File: src/rtl/result_fifo.sv
// result_fifo
//   Captures {s, y} from an upstream stage on each falling edge of its busy
//   flag b and queues it for a consumer. Reads are registered (no
//   fall-through): an accepted read presents the entry on rd_data at the
//   next edge with a one-cycle rd_valid pulse.
//
// Ports
//   clk       clock, rising edge
//   rst       asynchronous reset, active high
//   y, s      upstream result / status, sampled on the capture cycle
//   b         upstream busy; high->low marks a completed result
//   rd_en     consumer read request
//   rd_data   {s, y} of the entry popped by the last accepted read
//   rd_valid  one-cycle pulse qualifying rd_data
//   empty     count == 0
//   full      count == DEPTH
//   count     stored entries
//   overflow  sticky: a result was dropped because the FIFO was full
//   max_y     largest accepted y since reset
module result_fifo #(
  parameter int DEPTH = 4
) (
  input  logic                     clk,
  input  logic                     rst,
  input  logic [7:0]               y,
  input  logic [2:0]               s,
  input  logic                     b,
  input  logic                     rd_en,
  output logic [10:0]              rd_data,
  output logic                     rd_valid,
  output logic                     empty,
  output logic                     full,
  output logic [$clog2(DEPTH):0]   count,
  output logic                     overflow,
  output logic [7:0]               max_y
);

  localparam int AW = $clog2(DEPTH);
  localparam int CW = AW + 1;

  if (DEPTH < 2 || (DEPTH & (DEPTH - 1)) != 0) begin : g_depth_chk
    $error("result_fifo: DEPTH must be a power of two >= 2");
  end

  typedef struct packed {
    logic [2:0] s;
    logic [7:0] y;
  } entry_t;

  entry_t          mem_q [DEPTH];
  logic [AW-1:0]   wr_ptr_q, wr_ptr_d;
  logic [AW-1:0]   rd_ptr_q, rd_ptr_d;
  logic [CW-1:0]   count_q, count_d;
  logic            b_prev_q;
  logic            rd_valid_q, rd_valid_d;
  logic            overflow_q, overflow_d;
  entry_t          rd_data_q, rd_data_d;
  logic [7:0]      max_y_q, max_y_d;

  logic            is_empty, is_full, cap, rd_acc, wr_acc;

  always_comb begin
    is_empty   = (count_q == '0);
    is_full    = (count_q == CW'(DEPTH));
    cap        = b_prev_q & ~b;
    rd_acc     = rd_en & ~is_empty;
    // A read in the same cycle frees a slot, so a capture at full still lands.
    wr_acc     = cap & (~is_full | rd_acc);

    wr_ptr_d   = wr_ptr_q;
    rd_ptr_d   = rd_ptr_q;
    count_d    = count_q;
    rd_valid_d = rd_acc;
    rd_data_d  = rd_data_q;
    overflow_d = overflow_q;
    max_y_d    = max_y_q;

    if (wr_acc) wr_ptr_d = wr_ptr_q + AW'(1);
    if (rd_acc) begin
      rd_ptr_d  = rd_ptr_q + AW'(1);
      rd_data_d = mem_q[rd_ptr_q];
    end

    case ({wr_acc, rd_acc})
      2'b10:   count_d = count_q + CW'(1);
      2'b01:   count_d = count_q - CW'(1);
      default: count_d = count_q;
    endcase

    if (cap && !wr_acc) overflow_d = 1'b1;
    if (wr_acc && (y > max_y_q)) max_y_d = y;
  end

  always_ff @(posedge clk or posedge rst) begin
    if (rst) begin
      wr_ptr_q   <= '0;
      rd_ptr_q   <= '0;
      count_q    <= '0;
      b_prev_q   <= 1'b0;
      rd_valid_q <= 1'b0;
      rd_data_q  <= '0;
      overflow_q <= 1'b0;
      max_y_q    <= '0;
    end else begin
      wr_ptr_q   <= wr_ptr_d;
      rd_ptr_q   <= rd_ptr_d;
      count_q    <= count_d;
      b_prev_q   <= b;
      rd_valid_q <= rd_valid_d;
      rd_data_q  <= rd_data_d;
      overflow_q <= overflow_d;
      max_y_q    <= max_y_d;
    end
  end

  // Storage is not reset; entries are only read once count says they exist.
  always_ff @(posedge clk) begin
    if (wr_acc) mem_q[wr_ptr_q] <= {s, y};
  end

  assign rd_data  = rd_data_q;
  assign rd_valid = rd_valid_q;
  assign empty    = is_empty;
  assign full     = is_full;
  assign count    = count_q;
  assign overflow = overflow_q;
  assign max_y    = max_y_q;

endmodule

File: config.mk
export PLATFORM = sky130hd
export DESIGN_NAME = result_fifo
export DESIGN_NICKNAME = d
export VERILOG_FILES = /design/src/rtl/result_fifo.sv
export SDC_FILE = /design/constraint.sdc
export NUM_CORES = 1
export LEC_CHECK = 0
export CAP_MARGIN = 20
export CORE_MARGIN = 4
export CORE_UTILIZATION = 54
export DETAILED_ROUTE_END_ITERATION = 8
export PLACE_DENSITY = 0.79
export SYNTH_ARGS = -nofsm -noshare
export SYNTH_HDL_FRONTEND = slang
export SYNTH_SLANG_ARGS = --single-unit
File: constraint.sdc
create_clock -name clk -period 2.15 [get_ports clk]
set_input_delay 0.215 -clock clk [delete_from_list [all_inputs] [get_ports clk]]
set_output_delay 0.215 -clock clk [all_outputs]
set_load 0.05 [all_outputs]
==> results.json, run 1 <==
{
  "end_kind": "primary output",
  "cts.sink_count": 73,
  "hold_violations": 0,
  "syn_inst": 172,
  "yosysTopAreaCell": "edfxtp_1",
  "worst_pin_slew_ps": 589.2,
  "max_stage_delay_ps": 870,
  "clock_latency_ps": 330,
  "critPathBufInv": 1,
  "io_pins": 41,
  "finalWeightedCongestion": 0.7937,
  "crit_required_ps": 1930,
  "n_antenna_cell": 0,
  "fmax_mhz": 519.1,
  "route.detailed.drc": 0,
  "yosysSeqAreaShare_pct": 67.52,
  "grt_pass1_vias": 1876,
  "arrival_ps": 1710,
  "initial_core_util_pct": 55.40,
  "peakVddDrop_v": 0.001071,
  "drv_cap": 0,
  "slew_violations": 0,
  "grt-ovfl-total": 0,
  "critical_path_class": "reg -> out",
  "hpwl_mm": 3.998,
  "leakage_nw": 1.502,
  "yosysWarnings": 0,
  "yosys-top-cells-area": "edfxtp_1 (44%), dfrtp_1 (24%), mux4_2 (8.2%)",
  "multi_input_area_sq_um": 903.4,
  "fin_worst_skew_ps": 6.700,
  "crit_chain": "clkdlybuf4s50_1",
  "clk_pin_slew_ps": 70,
  "slew_headroom_pct": 60.72,
  "firstDrtPassIters": 4,
  "area_delta_synth_final_pct": 25.05,
  "htree_levels": 3,
  "drt-total-wl_mm": 5.523,
  "rsz0062_at_grt": "no",
  "die_y_microns": 82.93,
  "ys_ff_latch": 73,
  "grt_pass1_wl_mm": 9.080,
  "die-area_sq_um": 6877,
  "fin_nets": 259,
  "ys_types": 30,
  "cts_tree": "done",
  "setup_viol": 0,
  "synth.avg_cell_area_sq_um": 17.63,
  "power_density_nw_per_um2": 1507,
  "final_antenna_net_count": 0,
  "vias_per_cell": 5.364,
  "seq_area_sq_um": 2047,
  "syn_area_sq_um": 3032,
  "critical-path-top-delay-family": "buffers and inverters",
  "numPortBuffers": 40,
  "wl_per_cell_microns": 17.93,
  "fin_crit_sh_pct": 89.61,
  "cts_max_path_buffers": 2,
  "dr_total_vias": 1652,
  "worstPathMaxFanout": 6,
  "drt_iter0_markers": 96,
  "cp_slowest_cell": "clkdlybuf4s50_1",
  "cts-root-buf": "clkbuf_8",
  "post-route-min-period_ps": 1927,
  "antenna_found_initial": 0,
  "rows": 27,
  "syn_nets": 200,
  "die_x_microns": 82.93,
  "instances_no_fill": 308,
  "status": "complete, no violations",
  "grt_max_degree": 30,
  "finalSetupTns_ps": 0,
  "dp_cells": 292,
  "critPathLaunchType": "register",
  "fillers": 365,
  "grt_usage_pct": 17.23,
  "cts_made_buffers": 9,
  "final_layout_size_suffix_gt1_share_pct": 25.42,
  "core_area_sq_um": 5473,
  "synth_top_area_share_pct": 43.58,
  "hold_path.class": "in -> async"
}
==> stage by stage <==
stage,instance area [sq um],worst slack [ps],power (mW),util [%],hold WS (ps)
after CTS,3786,0.2160,5.770,69.18,255.0
final,3791,223.4,5.714,69.27,249.7
after global routing,3791,139.8,6.006,69.27,313.1
after global placement,3587,101.8,4.587,65.55,441.5
after floorplan,3032,120.9,3.892,-,246.4
after detailed placement,3587,12.69,4.718,65.55,461.3
==> cells in the final DEF, fill, tap and decap left out, types with 3 or more instances in the layout <==
master           instances
clkbuf_8                11
edfxtp_1                44
xnor2_1                  4
and2_1                   4
a21oi_1                  3
buf_4                   12
ha_1                    12
inv_1                   15
clkdlybuf4s50_1         38
mux4_2                  11
mux2_2                  19
nor2b_1                  3
nand2_1                  6
dfrtp_1                 29
==> layer usage <==
layer | vias up | wire (microns) | track usage (%)
met1 | 838 | 2035 | 18.57
met5 | - | 0 | 0
li1 | 758 | - | -
met3 | 12 | 297 | 5.357
met4 | 0 | 110 | 6.984
met2 | 44 | 3080 | 31.20
==> power breakdown <==
group	switching [mW]	total (mW)	internal (mW)
registers	0.279	2.13	1.85
logic	1.50	2.53	1.04
clock network	0.451	1.05	0.597
==> final timing paths <==
check                                           from                endpoint  slack, ps  cells past startpoint
worst min-delay path                             rst    count[1]$_DFFE_PP0P_        250                      3
worst max register to register  count[2]$_DFFE_PP0P_   mem_q[2][0]$_DFFE_PP_        270                      4
worst min register to register  overflow$_DFFE_PP0P_    overflow$_DFFE_PP0P_        470                      1
worst max-delay path            count[0]$_DFFE_PP0P_                count[0]        220                      1
max in group asynchronous                        rst  rd_data[7]$_DFFE_PP0P_       1610                      3
min in group clk                                   b      b_prev_q$_DFF_PP0_        370                      1
==> what timing repair did <==
item | in CTS | in global routing
endpoints found under the setup margin | 0 | 2
resized for setup | 0 | 2
hold buffers | 0 | 0
setup buffers | 0 | 0
==> flip-flops by register name, indices dropped and copies added (netlist names) <==
name / count
b_prev_q: 1
overflow: 1
rd_data: 11
mem_q: 44
rd_valid: 1
rd_ptr_q: 2
max_y: 8
wr_ptr_q: 2
count: 3
==> kinds of logic (layout without fill, tap and decap cells) <==
| family | count (synthesis) | after routing | share of synthesized area, % |
|---|---|---|---|
| flops | 73 | 73 | 67.52 |
| simple gates | 20 | 20 | 3.755 |
| xor+xnor | 5 | 5 | 1.444 |
| buf+inv | 19 | 83 | 2.682 |
| compound gates | 11 | 11 | 3.426 |
| mux | 31 | 31 | 15.56 |
| fa+ha+maj | 13 | 13 | 5.613 |
==> Yosys cell counts <==
library cell / n
edfxtp_1: 44
dfrtp_1: 29
mux2_2: 19
inv_1: 15
ha_1: 12
mux4_2: 11
nand2_1: 6
and2_1: 4
xnor2_1: 4
a21oi_1: 3
nor2b_1: 3
buf_2: 2
nand4_1: 2
o21ai_0: 2
a21o_1: 1
a21oi_2: 1
and3_1: 1
buf_6: 1
clkbuf_1: 1
fa_1: 1
mux2i_1: 1
nand3_1: 1
nor2_1: 1
nor3_1: 1
nor4b_2: 1
o2111ai_4: 1
o211ai_1: 1
o21a_1: 1
o31ai_4: 1
xor2_1: 1
==> area by class of cell <==
type                       instances  area share, %
multi-input combinational         80          23.83
sequential                        73          53.99
timing repair buffer              52          13.07
tap                               72          2.376
clock buffer                      13          4.191
inverter                          15          1.485
clock inverter                     3          1.056
(Power assumes the default switching activity.)
==> inputs of run 2 (changes only) <==
--- a/config.mk
+++ b/config.mk
@@ -6,7 +6,6 @@
 export NUM_CORES = 1
 export LEC_CHECK = 0
 export CAP_MARGIN = 20
-export CORE_MARGIN = 4
 export CORE_UTILIZATION = 54
 export DETAILED_ROUTE_END_ITERATION = 8
 export PLACE_DENSITY = 0.79
==> results.json, run 2 (same netlist as run 1, synthesis figures left out) <==
{
  "fin_crit_sh_pct": 89.44,
  "r2r_setup_slack_ps": 260,
  "die-area_sq_um": 5917,
  "regMostFlops": "mem_q",
  "layout_commonest_cell": "edfxtp_1",
  "critPathBufInv": 1,
  "wl_met3_microns": 226,
  "multi_input_area_sq_um": 903.4,
  "fillers": 348,
  "power_density_nw_per_um2": 1481,
  "drt-total-wl_mm": 5.386,
  "leakage_nw": 1.486,
  "grt_usage_pct": 20.37,
  "clk_pin_slew_ps": 70,
  "max_stage_delay_ps": 880,
  "cts_made_buffers": 9,
  "n_antenna_cell": 0,
  "wl_per_cell_microns": 17.60,
  "crit_required_ps": 1930,
  "critPathLaunchType": "register",
  "cts-root-buf": "clkbuf_8",
  "slew_headroom_pct": 60.80,
  "grt-ovfl-total": 0,
  "worst_pin_slew_ps": 588.0,
  "route.detailed.drc": 0,
  "dr_total_vias": 1612,
  "end_kind": "primary output",
  "cts_tree": "done",
  "clock_latency_ps": 340,
  "instances_no_fill": 306,
  "peakVddDrop_v": 0.0008256,
  "initial_core_util_pct": 57.53,
  "final_antenna_net_count": 0,
  "htree_levels": 3,
  "final_layout_size_suffix_gt1_share_pct": 25.00,
  "crit_chain": "clkdlybuf4s50_1",
  "dp_cells": 290,
  "firstDrtPassIters": 4,
  "grt_max_degree": 30,
  "io_pins": 41,
  "numPortBuffers": 40,
  "die_x_microns": 76.93,
  "die_y_microns": 76.93,
  "core_area_sq_um": 5270,
  "final_cell_mix": "edfxtp_1 (44), clkdlybuf4s50_1 (38), dfrtp_1 (29)",
  "seq_area_sq_um": 2047,
  "rows": 26,
  "route.met2.wl_mm": 2.959,
  "fin_worst_skew_ps": 6.457,
  "status": "complete, no violations",
  "largest_register_ffs": 44,
  "cts.sink_count": 73,
  "worstPathMaxFanout": 6,
  "area_delta_synth_final_pct": 23.81,
  "arrival_ps": 1710,
  "hold_path.class": "in -> async",
  "finalSetupTns_ps": 0,
  "drt_iter0_markers": 107,
  "setup_viol": 0,
  "cp_slowest_cell": "clkdlybuf4s50_1",
  "rsz0062_at_grt": "no",
  "critical_path_class": "reg -> out",
  "critical-path-top-delay-family": "buffers and inverters",
  "post-route-min-period_ps": 1923,
  "drv_cap": 0,
  "hpwl_mm": 3.857,
  "antenna_found_initial": 0,
  "slew_violations": 0,
  "vias_per_cell": 5.268,
  "hold_violations": 0,
  "finalWeightedCongestion": 0.7944,
  "grt_pass1_vias": 1787,
  "wl_met1_mm": 2.131,
  "top_layer": "met4",
  "cts_max_path_buffers": 2,
  "grt_pass1_wl_mm": 8.631,
  "fin_nets": 259,
  "fmax_mhz": 520.0,
  "post_cts_buffers": 0
}
## run 2: layout make-up
| class | count | share of cell area (%) |
|---|---|---|
| inverters | 15 | 1.500 |
| flip-flops and latches | 73 | 54.53 |
| multi-input cells | 80 | 24.07 |
| well taps | 70 | 2.333 |
| clock buffers | 12 | 3.867 |
| clock inverters | 4 | 0.5000 |
| repair buffers | 52 | 13.20 |
## run 2: where the power goes
group | total, mW | leakage, nW | switching [mW] | internal, mW
sequential | 2.13 | 0.741 | 0.272 | 1.85
clock | 0.894 | 0.0876 | 0.453 | 0.441
combinational | 2.54 | 0.658 | 1.50 | 1.04
## run 2: final timing paths
check | cells after the start | to | from
setup reg to reg | 6 | count[2]$_DFFE_PP0P_ | count[0]$_DFFE_PP0P_
setup / recovery | 1 | count[0] | count[0]$_DFFE_PP0P_
hold reg to reg | 1 | overflow$_DFFE_PP0P_ | overflow$_DFFE_PP0P_
max in group asynchronous | 3 | rd_valid$_DFF_PP0_ | rst
hold / removal | 3 | b_prev_q$_DFF_PP0_ | rst
min in group clk | 1 | b_prev_q$_DFF_PP0_ | b
## run 2: timing repair
item	4_1_cts	5_1_grt
hold buffers	0	0
endpoints found under the setup margin	0	2
resized for setup	0	2
## run 2: through the flow
stage                     util (%)  setup slack (ps)  area (sq um)  power (mW)  hold WS, ps
after floorplan                  -             120.9          3032       3.892        246.4
after global placement       68.02             98.30          3585       4.579        440.9
after detailed placement     68.02            -5.324          3585       4.722        458.9
after CTS                    71.13             8.376          3749       5.622        247.9
after global routing         71.23             96.93          3754       5.836        285.8
final                        71.23             227.1          3754       5.561        247.8
## run 2: metal layers
| metal | vias up | GRT usage, % |
|---|---|---|
| met3 | 8 | 5.357 |
| li1 | 753 | - |
| met2 | 35 | 35.71 |
| met4 | 0 | 8.654 |
| met1 | 816 | 23.49 |
| met5 | - | 0 |
